$ cat src/rtl/speed_ctrl_pkg.sv
// Shared state type, register bit positions and divider mask helper
// for the CPU speed-mode controller.
package speed_ctrl_pkg;

    typedef enum logic [0:0] {
        IDLE   = 1'b0,
        SETTLE = 1'b1
    } speed_state_t;

    localparam int unsigned RD_BUSY     = 7;
    localparam int unsigned RD_MODE_LSB = 4;
    localparam int unsigned RD_TGT_LSB  = 1;
    localparam int unsigned RD_ARM      = 0;

    // Divider mask for a mode: the fastest mode gets an all-zero mask.
    function automatic logic [7:0] mode_mask(input int unsigned mode,
                                             input int unsigned num_modes);
        logic [8:0] w_one;
        w_one = 9'(1) << (num_modes - 1 - mode);
        return 8'(w_one - 9'd1);
    endfunction

endpackage

$ cat src/rtl/cpu_enable_divider.sv
// Free-running divider producing the CPU clock enable for the current mode;
// held at zero while a speed switch is settling.
module cpu_enable_divider
    import speed_ctrl_pkg::*;
#(
    parameter int unsigned NUM_MODES = 2,
    parameter int unsigned MODE_W    = 1
) (
    input  logic              clk,
    input  logic              reset_n,
    input  logic [MODE_W-1:0] mode,
    input  logic              hold,
    output logic              en
);

    localparam int unsigned DIV_W = (NUM_MODES > 2) ? NUM_MODES - 1 : 1;

    logic [DIV_W-1:0] r_div;
    logic [DIV_W-1:0] w_mask;

    assign w_mask = DIV_W'(mode_mask(32'(mode), NUM_MODES));

    always_ff @(posedge clk or negedge reset_n) begin
        if (!reset_n) begin
            r_div <= '0;
        end else if (hold) begin
            r_div <= '0;
        end else begin
            r_div <= r_div + DIV_W'(1);
        end
    end

    assign en = ~hold & ((r_div & w_mask) == '0);

endmodule

$ cat src/rtl/speed_controller.sv
// CPU speed-mode controller: register-armed mode change committed on STOP,
// followed by a fixed settle freeze and a one-cycle wake pulse.
module speed_controller
    import speed_ctrl_pkg::*;
#(
    parameter  int unsigned NUM_MODES     = 2,
    parameter  int unsigned SETTLE_CYCLES = 8200,
    parameter  int unsigned RESET_MODE    = 0,
    localparam int unsigned MODE_W        = (NUM_MODES > 2) ? $clog2(NUM_MODES) : 1
) (
    input  logic              clk,
    input  logic              reset_n,
    input  logic              cgb,
    input  logic              stop,
    input  logic [7:0]        wdata,
    input  logic              write,
    output logic [7:0]        rdata,
    output logic              cpu_en,
    output logic [MODE_W-1:0] mode,
    output logic              switching,
    output logic              wake
);

    localparam int unsigned CNT_W = (SETTLE_CYCLES > 1) ? $clog2(SETTLE_CYCLES) : 1;

    speed_state_t      r_state;
    logic [CNT_W-1:0]  r_cnt;
    logic [MODE_W-1:0] r_mode;
    logic [MODE_W-1:0] r_target;
    logic              r_armed;
    logic              r_wake;
    logic              r_stop_q;

    speed_state_t      w_state_nxt;
    logic [CNT_W-1:0]  w_cnt_nxt;
    logic [MODE_W-1:0] w_mode_nxt;
    logic [MODE_W-1:0] w_target_nxt;
    logic              w_armed_nxt;
    logic              w_wake_nxt;

    logic              w_en;
    logic              w_hold;
    logic              w_stop_rise;
    logic              w_wr_valid;
    logic              w_unused_wdata;

    assign w_hold         = (r_state == SETTLE);
    assign w_stop_rise    = stop & ~r_stop_q;
    assign w_wr_valid     = (32'(wdata[3:1]) < NUM_MODES);
    assign w_unused_wdata = ^wdata[7:4];

    cpu_enable_divider #(
        .NUM_MODES (NUM_MODES),
        .MODE_W    (MODE_W)
    ) u_div (
        .clk     (clk),
        .reset_n (reset_n),
        .mode    (r_mode),
        .hold    (w_hold),
        .en      (w_en)
    );

    always_ff @(posedge clk or negedge reset_n) begin
        if (!reset_n) begin
            r_stop_q <= 1'b0;
        end else begin
            r_stop_q <= stop;
        end
    end

    always_ff @(posedge clk or negedge reset_n) begin
        if (!reset_n) begin
            r_state  <= IDLE;
            r_cnt    <= '0;
            r_mode   <= MODE_W'(RESET_MODE);
            r_target <= '0;
            r_armed  <= 1'b0;
            r_wake   <= 1'b0;
        end else begin
            r_state  <= w_state_nxt;
            r_cnt    <= w_cnt_nxt;
            r_mode   <= w_mode_nxt;
            r_target <= w_target_nxt;
            r_armed  <= w_armed_nxt;
            r_wake   <= w_wake_nxt;
        end
    end

    // STOP edge outranks a same-cycle register write; SETTLE ignores both.
    always_comb begin
        w_state_nxt  = r_state;
        w_cnt_nxt    = r_cnt;
        w_mode_nxt   = r_mode;
        w_target_nxt = r_target;
        w_armed_nxt  = r_armed;
        w_wake_nxt   = 1'b0;
        case (r_state)
            IDLE: begin
                if (w_stop_rise) begin
                    if (r_armed && cgb && (r_target != r_mode)) begin
                        w_state_nxt = SETTLE;
                        w_cnt_nxt   = CNT_W'(SETTLE_CYCLES - 1);
                    end else begin
                        w_armed_nxt = 1'b0;
                    end
                end else if (write && w_en && w_wr_valid) begin
                    w_target_nxt = MODE_W'(wdata[3:1]);
                    w_armed_nxt  = wdata[0];
                end
            end
            SETTLE: begin
                if (r_cnt != '0) begin
                    w_cnt_nxt = r_cnt - CNT_W'(1);
                end else begin
                    w_mode_nxt  = r_target;
                    w_armed_nxt = 1'b0;
                    w_wake_nxt  = 1'b1;
                    w_state_nxt = IDLE;
                end
            end
            default: begin
                w_state_nxt = IDLE;
            end
        endcase
    end

    always_comb begin
        rdata                   = '0;
        rdata[RD_BUSY]          = w_hold;
        rdata[RD_MODE_LSB +: 3] = 3'(r_mode);
        rdata[RD_TGT_LSB +: 3]  = 3'(r_target);
        rdata[RD_ARM]           = r_armed;
    end

    assign cpu_en    = w_en;
    assign mode      = r_mode;
    assign switching = w_hold;
    assign wake      = r_wake;

endmodule

$ cat config.mk
export PLATFORM = sky130hd
export DESIGN_NAME = speed_controller
export DESIGN_NICKNAME = d
export VERILOG_FILES = /design/src/rtl/speed_ctrl_pkg.sv /design/src/rtl/cpu_enable_divider.sv /design/src/rtl/speed_controller.sv
export SDC_FILE = /design/constraint.sdc
export NUM_CORES = 1
export LEC_CHECK = 0
export ABC_AREA = 1
export ABC_CLOCK_PERIOD_IN_PS = 3000
export BUFFER_PORTS_ARGS = -buffer_cell sky130_fd_sc_hd__buf_2
export CAP_MARGIN = 20
export CORE_MARGIN = 2
export CORE_UTILIZATION = 58
export CTS_CLUSTER_SIZE = 28
export DETAILED_ROUTE_END_ITERATION = 10
export GPL_TIMING_DRIVEN = 0
export PLACE_DENSITY = 0.92
export SYNTH_ARGS = -nofsm -noshare
export SYNTH_HDL_FRONTEND = slang
export SYNTH_SLANG_ARGS = --single-unit
$ cat constraint.sdc
create_clock -name clk -period 3 [get_ports clk]
set_clock_uncertainty 0.15 [all_clocks]
set_input_delay 0.15 -clock clk [delete_from_list [all_inputs] [get_ports clk]]
set_output_delay 0.15 -clock clk [all_outputs]
set_load 0.02 [all_outputs]
==> results of run 1 <==
worst max path at each step:
| stage | from | to | slack [ns] |
|---|---|---|---|
| 4_1_cts | r_cnt[0] | r_cnt[1] | 1.07 |
| 6_report | r_cnt[0] | r_cnt[1] | 1.06 |
| 2_1_floorplan | r_cnt[0] | r_cnt[1] | 1.33 |
| 3_5_place_dp | r_cnt[0] | r_cnt[1] | 1.10 |
| 3_3_place_gp | r_cnt[0] | r_cnt[5] | 1.18 |
| 5_1_grt | r_cnt[0] | r_cnt[11] | 0.93 |
per-stage QoR:
| step | total power [uW] | setup slack [ns] | cell area, sq um | hold WS, ns |
|---|---|---|---|---|
| after global placement | 309.5 | 1.184 | 1419 | -0.02672 |
| after floorplan | 299.1 | 1.332 | 1304 | -0.2956 |
| final | 449.3 | 1.065 | 1485 | 0.08902 |
| after detailed placement | 310.3 | 1.096 | 1419 | -0.01968 |
| after global routing | 464.5 | 0.9341 | 1485 | 0.1242 |
| after CTS | 452.5 | 1.075 | 1485 | 0.07573 |
synth_stat cells (3+ instances only):
library cell | count | area [sq um]
sky130_fd_sc_hd__inv_1 | 19 | 71.32
sky130_fd_sc_hd__nand2_2 | 3 | 18.77
sky130_fd_sc_hd__nand2_1 | 54 | 202.7
sky130_fd_sc_hd__o21ai_0 | 4 | 20.02
sky130_fd_sc_hd__o21ai_1 | 3 | 15.01
sky130_fd_sc_hd__xor2_1 | 4 | 35.03
sky130_fd_sc_hd__buf_4 | 8 | 60.06
sky130_fd_sc_hd__dfrtp_1 | 21 | 525.5
sky130_fd_sc_hd__nand3_1 | 19 | 95.09
sky130_fd_sc_hd__nor2_1 | 20 | 75.07
worst register-to-register path: stages, from the launching register on:
cell	delay [ns]
sky130_fd_sc_hd__dfrtp_1	0.40
sky130_fd_sc_hd__inv_1	0.12
sky130_fd_sc_hd__ha_1	0.34
sky130_fd_sc_hd__nand2_4	0.12
sky130_fd_sc_hd__nor2_8	0.16
sky130_fd_sc_hd__nand2_1	0.11
sky130_fd_sc_hd__nand2_2	0.14
sky130_fd_sc_hd__nand2_4	0.13
sky130_fd_sc_hd__o21a_1	0.19
sequential cells by signal, indices dropped and copies added (netlist names):
| register | count |
|---|---|
| r_stop_q | 1 |
| switching | 1 |
| wake | 1 |
| r_target | 1 |
| r_cnt | 14 |
| mode | 1 |
| u_div.r_div | 1 |
| r_armed | 1 |
routing by layer:
| layer | vias up | global-route usage | wire [microns] |
|---|---|---|---|
| met5 | - | 0 | 0 |
| met4 | 0 | 0.1261 | 65 |
| met3 | 9 | 0.02924 | 161 |
| met2 | 55 | 0.4329 | 1450 |
| met1 | 549 | 0.3075 | 1130 |
| li1 | 592 | - | - |
cells by family (layout without fill, tap and decap cells):
| logic type | Yosys count | in the layout |
|---|---|---|
| flip-flops | 21 | 21 |
| other | 1 | 4 |
| AO/OA/AOI/OAI | 13 | 13 |
| XOR/XNOR | 4 | 4 |
| adder cells (fa/ha/maj) | 1 | 1 |
| AND/OR/NAND/NOR | 107 | 107 |
| buffers and inverters | 29 | 53 |
power breakdown:
group	internal [uW]	switching, uW	total, uW	leakage [uW]
logic	11.0	14.2	25.2	0.000493
clock network	52.0	88.2	140	0.0000150
registers	284	0.263	284	0.000235
layout make-up:
class,count,area share
Inverter,19,0.04802
Buffer,10,0.05055
Sequential cell,21,0.3538
Timing Repair Buffer,20,0.08088
Multi-Input combinational cell,129,0.4254
Tap cell,28,0.02359
Clock buffer,4,0.01769
==> summary.md, run 1 <==
| Metric | Value |
|---|---|
| Ratio of cells with drive above 1 in the final layout | `0.1970` |
| Chip Height | `51.21 microns` |
| Number of slew-limit violations in the final report | `0` |
| Number of buffers created by CTS | `3` |
| Synthesized cell area | `approximately 0.0013 sq mm` |
| Number of standard-cell rows in the floorplan | `17` |
| Fraction of the mapped netlist area in compound gates | `0.06002` |
| Number of routed nets with antenna violations | `0` |
| Layout Cells excl Fill | `231` |
| Critical path class | `reg -> reg` |
| Clock transition at the register clock pins on the worst setup and hold paths after CTS | `~0.12 ns` |
| CTS tree | `done` |
| Worst setup slack for register-to-register paths | `1.06 ns` |
| Hold Path End | `r_armed` |
| Number of antenna diodes | `0` |
| Clock root buffer | `sky130_fd_sc_hd__clkbuf_4` |
| Post-CTS Hold Fix Bufs | `4` |
| Setup repair after global routing missed its margin | `false` |
| Crit path capture type | `flip-flop` |
| Vias/cell | `5.216` |
| Flip-flop and latch count after synthesis | `21` |
| DRC errors left | `0` |
| First-pass iteration count of the detailed router | `4` |
| Most used cell, CP | `sky130_fd_sc_hd__nand2_4` |
| Number of levels the H-tree was split into | `1` |
| Total Wirelength | `2.807 mm` |
| Most frequent cells in the layout | `54 x sky130_fd_sc_hd__nand2_1, 21 x sky130_fd_sc_hd__dfrtp_1, 20 x sky130_fd_sc_hd__nor2_1` |
| Total routing resource utilization after global routing | `0.2505` |
| Remaining global-route overflow | `0` |
| Startpoint kind of the worst setup timing path | `flip-flop` |
| Top-level port count | `25` |
| Number of stages on the worst hold path | `4` |
| Buffers inserted by post-CTS timing repair | `0` |
| Critical path data arrival time | `2.00 ns` |
| Final hold violations | `0` |
| Average size of a mapped cell | `7.344 sq um` |
| Worst reg2reg path startpoint | `r_cnt[0]` |
| Via count of the first global-routing pass | `~1,100` |
| Critical-path cell with the highest stage delay | `sky130_fd_sc_hd__dfrtp_1` |
| Fraction of the cycle the final worst path needs | `0.6451` |
| P per Cell Area | `302.5 mW/mm^2` |
| Drt first-iter violations | `68` |
| P_leak | `between 0.0007 and 0.0008 uW` |
| Largest family of logic cells by synthesized area | `simple AND/OR/NAND/NOR gates` |
| EDFF count, synth | `0` |
| Pin count of the biggest net entering global routing | `22` |
| Maximum count of clock buffers along a single path | `2` |
| Min Clock Period, post-route | `1.935 ns` |
| CP top delay family | `simple AND/OR/NAND/NOR gates` |
| Last weighted congestion value of the routability-driven placer | `between 0.8 and 0.9` |
| Peak supply drop | `267.8 uV` |
| Wire length of the first global-routing pass | `between 4 and 5 mm` |
| Sequential Area | `525.5 sq um` |
| HP Class | `in -> reg` |
| Leading cell type in the layout, fill and taps excluded | `sky130_fd_sc_hd__nand2_1` |
| Adder-cell area share of the yosys netlist | `0.009681` |
| Synth Area in Simple Gates | `0.3804` |
| Number of nets in the final layout | `218` |
| Worst reg2reg path endpoint | `r_cnt[1]` |
| Seq/Total Area, Yosys | `0.4066` |
| Total of cells resized after clock tree synthesis | `0` |
| Latest clock arrival within the worst-skew pair | `0.31 ns` |
| Count of buffering cells on the critical path with inverters included | `1` |
| Final Util | `0.6913` |
| Via Count | `1,205` |
| Number of gates on the worst path with buffers counted | `8` |
| Cell-by-cell listing of the critical path | `inv_1 -> ha_1 -> nand2_4 -> nor2_8 -> nand2_1 -> nand2_2 -> nand2_4 -> o21a_1` |
| Data required time at the worst endpoint | `3.07 ns` |
| Total area of multi-input combinational cells | `631.9 sq um` |
| Die area | `about 0.0026 sq mm` |
| Multiplexer area fraction after synthesis | `0` |
| Worst hold path startpoint | `write` |
| Number of cells on the worst reg-to-reg path | `8` |
| Number of sinks driven by the clock tree | `21` |
| Syn. warnings | `0` |
| Most common flop cell mapped by yosys | `sky130_fd_sc_hd__dfrtp_1` |
| Number of distinct library cells after synthesis | `26` |
| Core footprint | `0.002148 sq mm` |
| Maximum clock frequency | `around 520 MHz` |
| Share of async-settable or async-resettable flops after synthesis | `1.000` |
| Synthesized-area fraction occupied by xor and xnor cells | `0.02711` |
| Avg WL per Cell | `12.15 microns` |
| Total Neg Setup Slack | `0 ns` |
| Number of antenna violations at the first check in global routing | `0` |
| Starting density of the core | `0.6016` |
| Buffers added on ports | `16` |
| Mapped Cells | `176` |
| Number of max-capacitance violations reported | `0` |
| Stage delay of the slowest cell on the critical path | `0.40 ns` |
| Outcome | `completed` |
| Placed insts | `about 220` |
| Fill cells | `165` |
| HPWL reported at the end of detailed placement | `2.074 mm` |
| Horizontal extent of the die | `between 50 and 60 microns` |
| Setup violation total in the final timing report | `0` |
| Syn-to-layout area delta | `14.91%` |
| Crit-path max FO | `10` |
(Power assumes the default switching activity.)
==> run 2, diff against run 1 <==
--- a/config.mk
+++ b/config.mk
@@ -5,16 +5,16 @@
 export SDC_FILE = /design/constraint.sdc
 export NUM_CORES = 1
 export LEC_CHECK = 0
-export ABC_AREA = 1
-export ABC_CLOCK_PERIOD_IN_PS = 3000
+export ABC_AREA = 0
+export ABC_CLOCK_PERIOD_IN_PS = 1800
 export BUFFER_PORTS_ARGS = -buffer_cell sky130_fd_sc_hd__buf_2
 export CAP_MARGIN = 20
 export CORE_MARGIN = 2
-export CORE_UTILIZATION = 58
+export CORE_UTILIZATION = 52
 export CTS_CLUSTER_SIZE = 28
 export DETAILED_ROUTE_END_ITERATION = 10
 export GPL_TIMING_DRIVEN = 0
-export PLACE_DENSITY = 0.92
+export PLACE_DENSITY = 0.86
 export SYNTH_ARGS = -nofsm -noshare
 export SYNTH_HDL_FRONTEND = slang
 export SYNTH_SLANG_ARGS = --single-unit
==> constraint.sdc (replaced) <==
create_clock -name clk -period 1.8 [get_ports clk]
set_clock_uncertainty 0.15 [all_clocks]
set_input_delay 0.09 -clock clk [delete_from_list [all_inputs] [get_ports clk]]
set_output_delay 0.09 -clock clk [all_outputs]
set_load 0.02 [all_outputs]
==> run 2 against run 1 <==
The flow now finishes with violations (setup timing). Clock power grew 76%. Core utilization grew 13 points. Sequential cell count is the same. Die area shrank 1.9%. Critical path type unchanged. Highest routed layer unchanged.
==> summary.md, run 2 <==
| Metric | Value |
|---|---|
| Number of buffers created by CTS | `3` |
| Min Clock Period, post-route | `2.141 ns` |
| Vias/cell | `just over 6` |
| Buffers added on ports | `16` |
| Fill cells | `103` |
| Synth Area in Simple Gates | `0.2106` |
| Synthesized-area fraction occupied by xor and xnor cells | `0.02315` |
| Number of standard-cell rows in the floorplan | `16` |
| HP Class | `in -> reg` |
| Leading cell type in the layout, fill and taps excluded | `sky130_fd_sc_hd__buf_4` |
| Mapped Cells | `110` |
| Horizontal extent of the die | `50.72 microns` |
| Last weighted congestion value of the routability-driven placer | `0.8177` |
| Pin count of the biggest net entering global routing | `22` |
| P_leak | `0.0006889 uW` |
| Critical path class | `reg -> reg` |
| Flip-flop count of the largest register, all copies and words added | `14` |
| Number of sinks driven by the clock tree | `21` |
| Setup repair after global routing missed its margin | `true` |
| Total routing resource utilization after global routing | `0.2506` |
| Final hold violations | `0` |
| Outcome | `finished, violations left` |
| Startpoint kind of the worst setup timing path | `flip-flop` |
| Most common flop cell mapped by yosys | `sky130_fd_sc_hd__dfrtp_1` |
| Via count of the first global-routing pass | `around 1,000` |
| Multiplexer area fraction after synthesis | `0.06395` |
| Placed insts | `156` |
| Starting density of the core | `0.5669` |
| Number of max-capacitance violations reported | `0` |
| Number of antenna violations at the first check in global routing | `0` |
| Ratio of cells with drive above 1 in the final layout | `0.4968` |
| Maximum count of clock buffers along a single path | `2` |
| Adder-cell area share of the yosys netlist | `0.01103` |
| Setup violation total in the final timing report | `18` |
| Largest area contributor in the netlist | `sky130_fd_sc_hd__dfrtp_1` |
| Remaining global-route overflow | `0` |
| Most numerous cell in the Yosys netlist | `sky130_fd_sc_hd__dfrtp_1` |
| Syn-to-layout area delta | `45.20%` |
| Post-route total power | `772.1 uW` |
| EDFF count, synth | `0` |
| Seq/Total Area, Yosys | `0.4631` |
| Number of distinct library cells after synthesis | `37` |
| Critical path data arrival time | `2.20 ns` |
| Pre-CTS worst setup slack | `-0.3799 ns` |
| Avg WL per Cell | `between 15 and 20 microns` |
| Number of antenna diodes | `0` |
| Chip Height | `50.72 microns` |
| Flip-flop and latch count after synthesis | `21` |
| First-pass iteration count of the detailed router | `4` |
| Worst setup slack for register-to-register paths | `-0.34 ns` |
| Latest clock arrival within the worst-skew pair | `between 0.3 and 0.4 ns` |
| Average size of a mapped cell | `10.32 sq um` |
| Violated checks | `setup timing` |
| Largest cells by area after synthesis | `sky130_fd_sc_hd__dfrtp_1 46%, sky130_fd_sc_hd__buf_4 5.3%, sky130_fd_sc_hd__mux2i_1 4.4%, sky130_fd_sc_hd__nor4_1 3.3%, sky130_fd_sc_hd__or4_1 2.6%` |
| Worst-case headroom to the max-slew limit | `0.5536` |
| Maximum clock frequency | `~470 MHz` |
| Wire length of the first global-routing pass | `4.754 mm` |
| Clock root buffer | `sky130_fd_sc_hd__clkbuf_4` |
| Fraction of the cycle the final worst path needs | `1.189` |
| CTS tree | `done` |
| HPWL reported at the end of detailed placement | `1.652 mm` |
| Die area | `0.002572 sq mm` |
| Largest reg by FF count | `r_cnt` |
| Fraction of post-synthesis cell area in the top cell type by area | `0.4631` |
| List of most frequent post-synthesis cells | `21 x sky130_fd_sc_hd__dfrtp_1, 8 x sky130_fd_sc_hd__buf_4, 6 x sky130_fd_sc_hd__nand2_1, 6 x sky130_fd_sc_hd__nor4_1` |
| Largest family of logic cells by synthesized area | `simple AND/OR/NAND/NOR gates` |
| Peak supply drop | `530.3 uV` |
| Crit path capture type | `flip-flop` |
| Number of slew-limit violations in the final report | `0` |
| Final critical-path setup slack | `-0.3406 ns` |
| Number of routed nets with antenna violations | `0` |
| Via Count | `1,115` |
| Total Wirelength | `about 3.5 mm` |
| Core footprint | `roughly 0.002 sq mm` |
| Crit-path max FO | `3` |
| Number of nets in the final layout | `170` |
| Syn. warnings | `0` |
| Layout Cells excl Fill | `182` |
| Most frequent cells in the layout | `25 x sky130_fd_sc_hd__buf_4, 18 x sky130_fd_sc_hd__dfrtp_1, 16 x sky130_fd_sc_hd__buf_2` |
| DRC errors left | `0` |
| Tightest Pin Transition | `0.6696 ns` |
| Data required time at the worst endpoint | `1.86 ns` |
| P per Cell Area | `468.6 mW/mm^2` |
| Top-level port count | `25` |
| Share of async-settable or async-resettable flops after synthesis | `1.000` |
| Clock transition at the register clock pins on the worst setup and hold paths after CTS | `0.12 ns` |
| Synthesized cell area | `0.001135 sq mm` |
| Number of levels the H-tree was split into | `1` |
| Fraction of the mapped netlist area in compound gates | `0.1477` |
| Drt first-iter violations | `53` |
-- run 2: cells by family after synthesis --
family                   Yosys count
AO/OA/AOI/OAI                     22
XOR/XNOR                           3
adder cells (fa/ha/maj)            1
buffers and inverters             15
flip-flops                        21
multiplexers                       7
other                              1
AND/OR/NAND/NOR                   40
-- run 2: per-stage QoR --
stage	TNS (ns)	utilization	area, sq um	hold slack (ns)
finish	-4.487	0.8231	1648	0.06241
detailed placement	-4.181	0.6500	1301	-0.08804
CTS	-3.436	0.7769	1555	0.01613
global placement	-3.397	0.6500	1301	-0.08902
floorplan	-1.806	-	1187	-0.3556
global route	-5.632	0.8231	1648	0.06776
-- run 2: path summary, 6_finish.rpt --
| check | from | to | cells past startpoint |
|---|---|---|---|
| min in group asynchronous | reset_n | wake | 2 |
| min reg2reg | u_div.r_div | u_div.r_div | 1 |
| max reg2reg | r_cnt[0] | r_cnt[10] | 11 |
| max | r_cnt[0] | r_cnt[10] | 11 |
| min | wdata[3] | r_target | 4 |
| max in group asynchronous | reset_n | r_cnt[5] | 2 |
-- run 2: repair_timing --
action | in CTS | in global routing
setup buffers | 15 | 4
hold buffers | 5 | 0
endpoints found under the hold margin | 24 | 0
setup endpoints to repair | 18 | 19
pin swaps | 12 | 12
gates resized for setup | 14 | 17
-- run 2: where the power goes --
group / internal, uW / total [uW] / switching (uW)
combinational: 23.5 / 50.0 / 26.5
clock: 83.7 / 247 / 164
sequential: 473 / 475 / 1.45
total: 581 / 772 / 191
-- run 2: metal layers --
metal  part of all wire  vias up  global-route usage  wire length [microns]
met2               0.49       72              0.4232                   1731
met5                  0        -                   0                      0
met1               0.37      533              0.3115                   1308
met4              0.058        0              0.1126                    203
li1                   -      491                   -                      -
met3              0.074       19             0.04464                    260
-- run 2: area by class of cell --
class,instances,area (sq um),area share
multi-input combinational,77,696.9,0.4229
sequential,21,529.3,0.3212
timing repair buffer,40,280.3,0.1701
buffer,10,68.82,0.04176
tap,27,33.78,0.02050
clock buffer,3,22.52,0.01367
inverter,3,11.26,0.006834
clock inverter,1,5.005,0.003037
-- run 2: critical path: stages, from the launching register on --
cell,delay (ns)
sky130_fd_sc_hd__dfrtp_1,0.42
sky130_fd_sc_hd__inv_2,0.07
sky130_fd_sc_hd__ha_4,0.13
sky130_fd_sc_hd__buf_4,0.11
sky130_fd_sc_hd__buf_4,0.10
sky130_fd_sc_hd__nor4b_4,0.27
sky130_fd_sc_hd__buf_4,0.18
sky130_fd_sc_hd__buf_4,0.10
sky130_fd_sc_hd__buf_4,0.11
sky130_fd_sc_hd__o2111ai_1,0.12
sky130_fd_sc_hd__xor2_1,0.20
sky130_fd_sc_hd__nor2_1,0.07
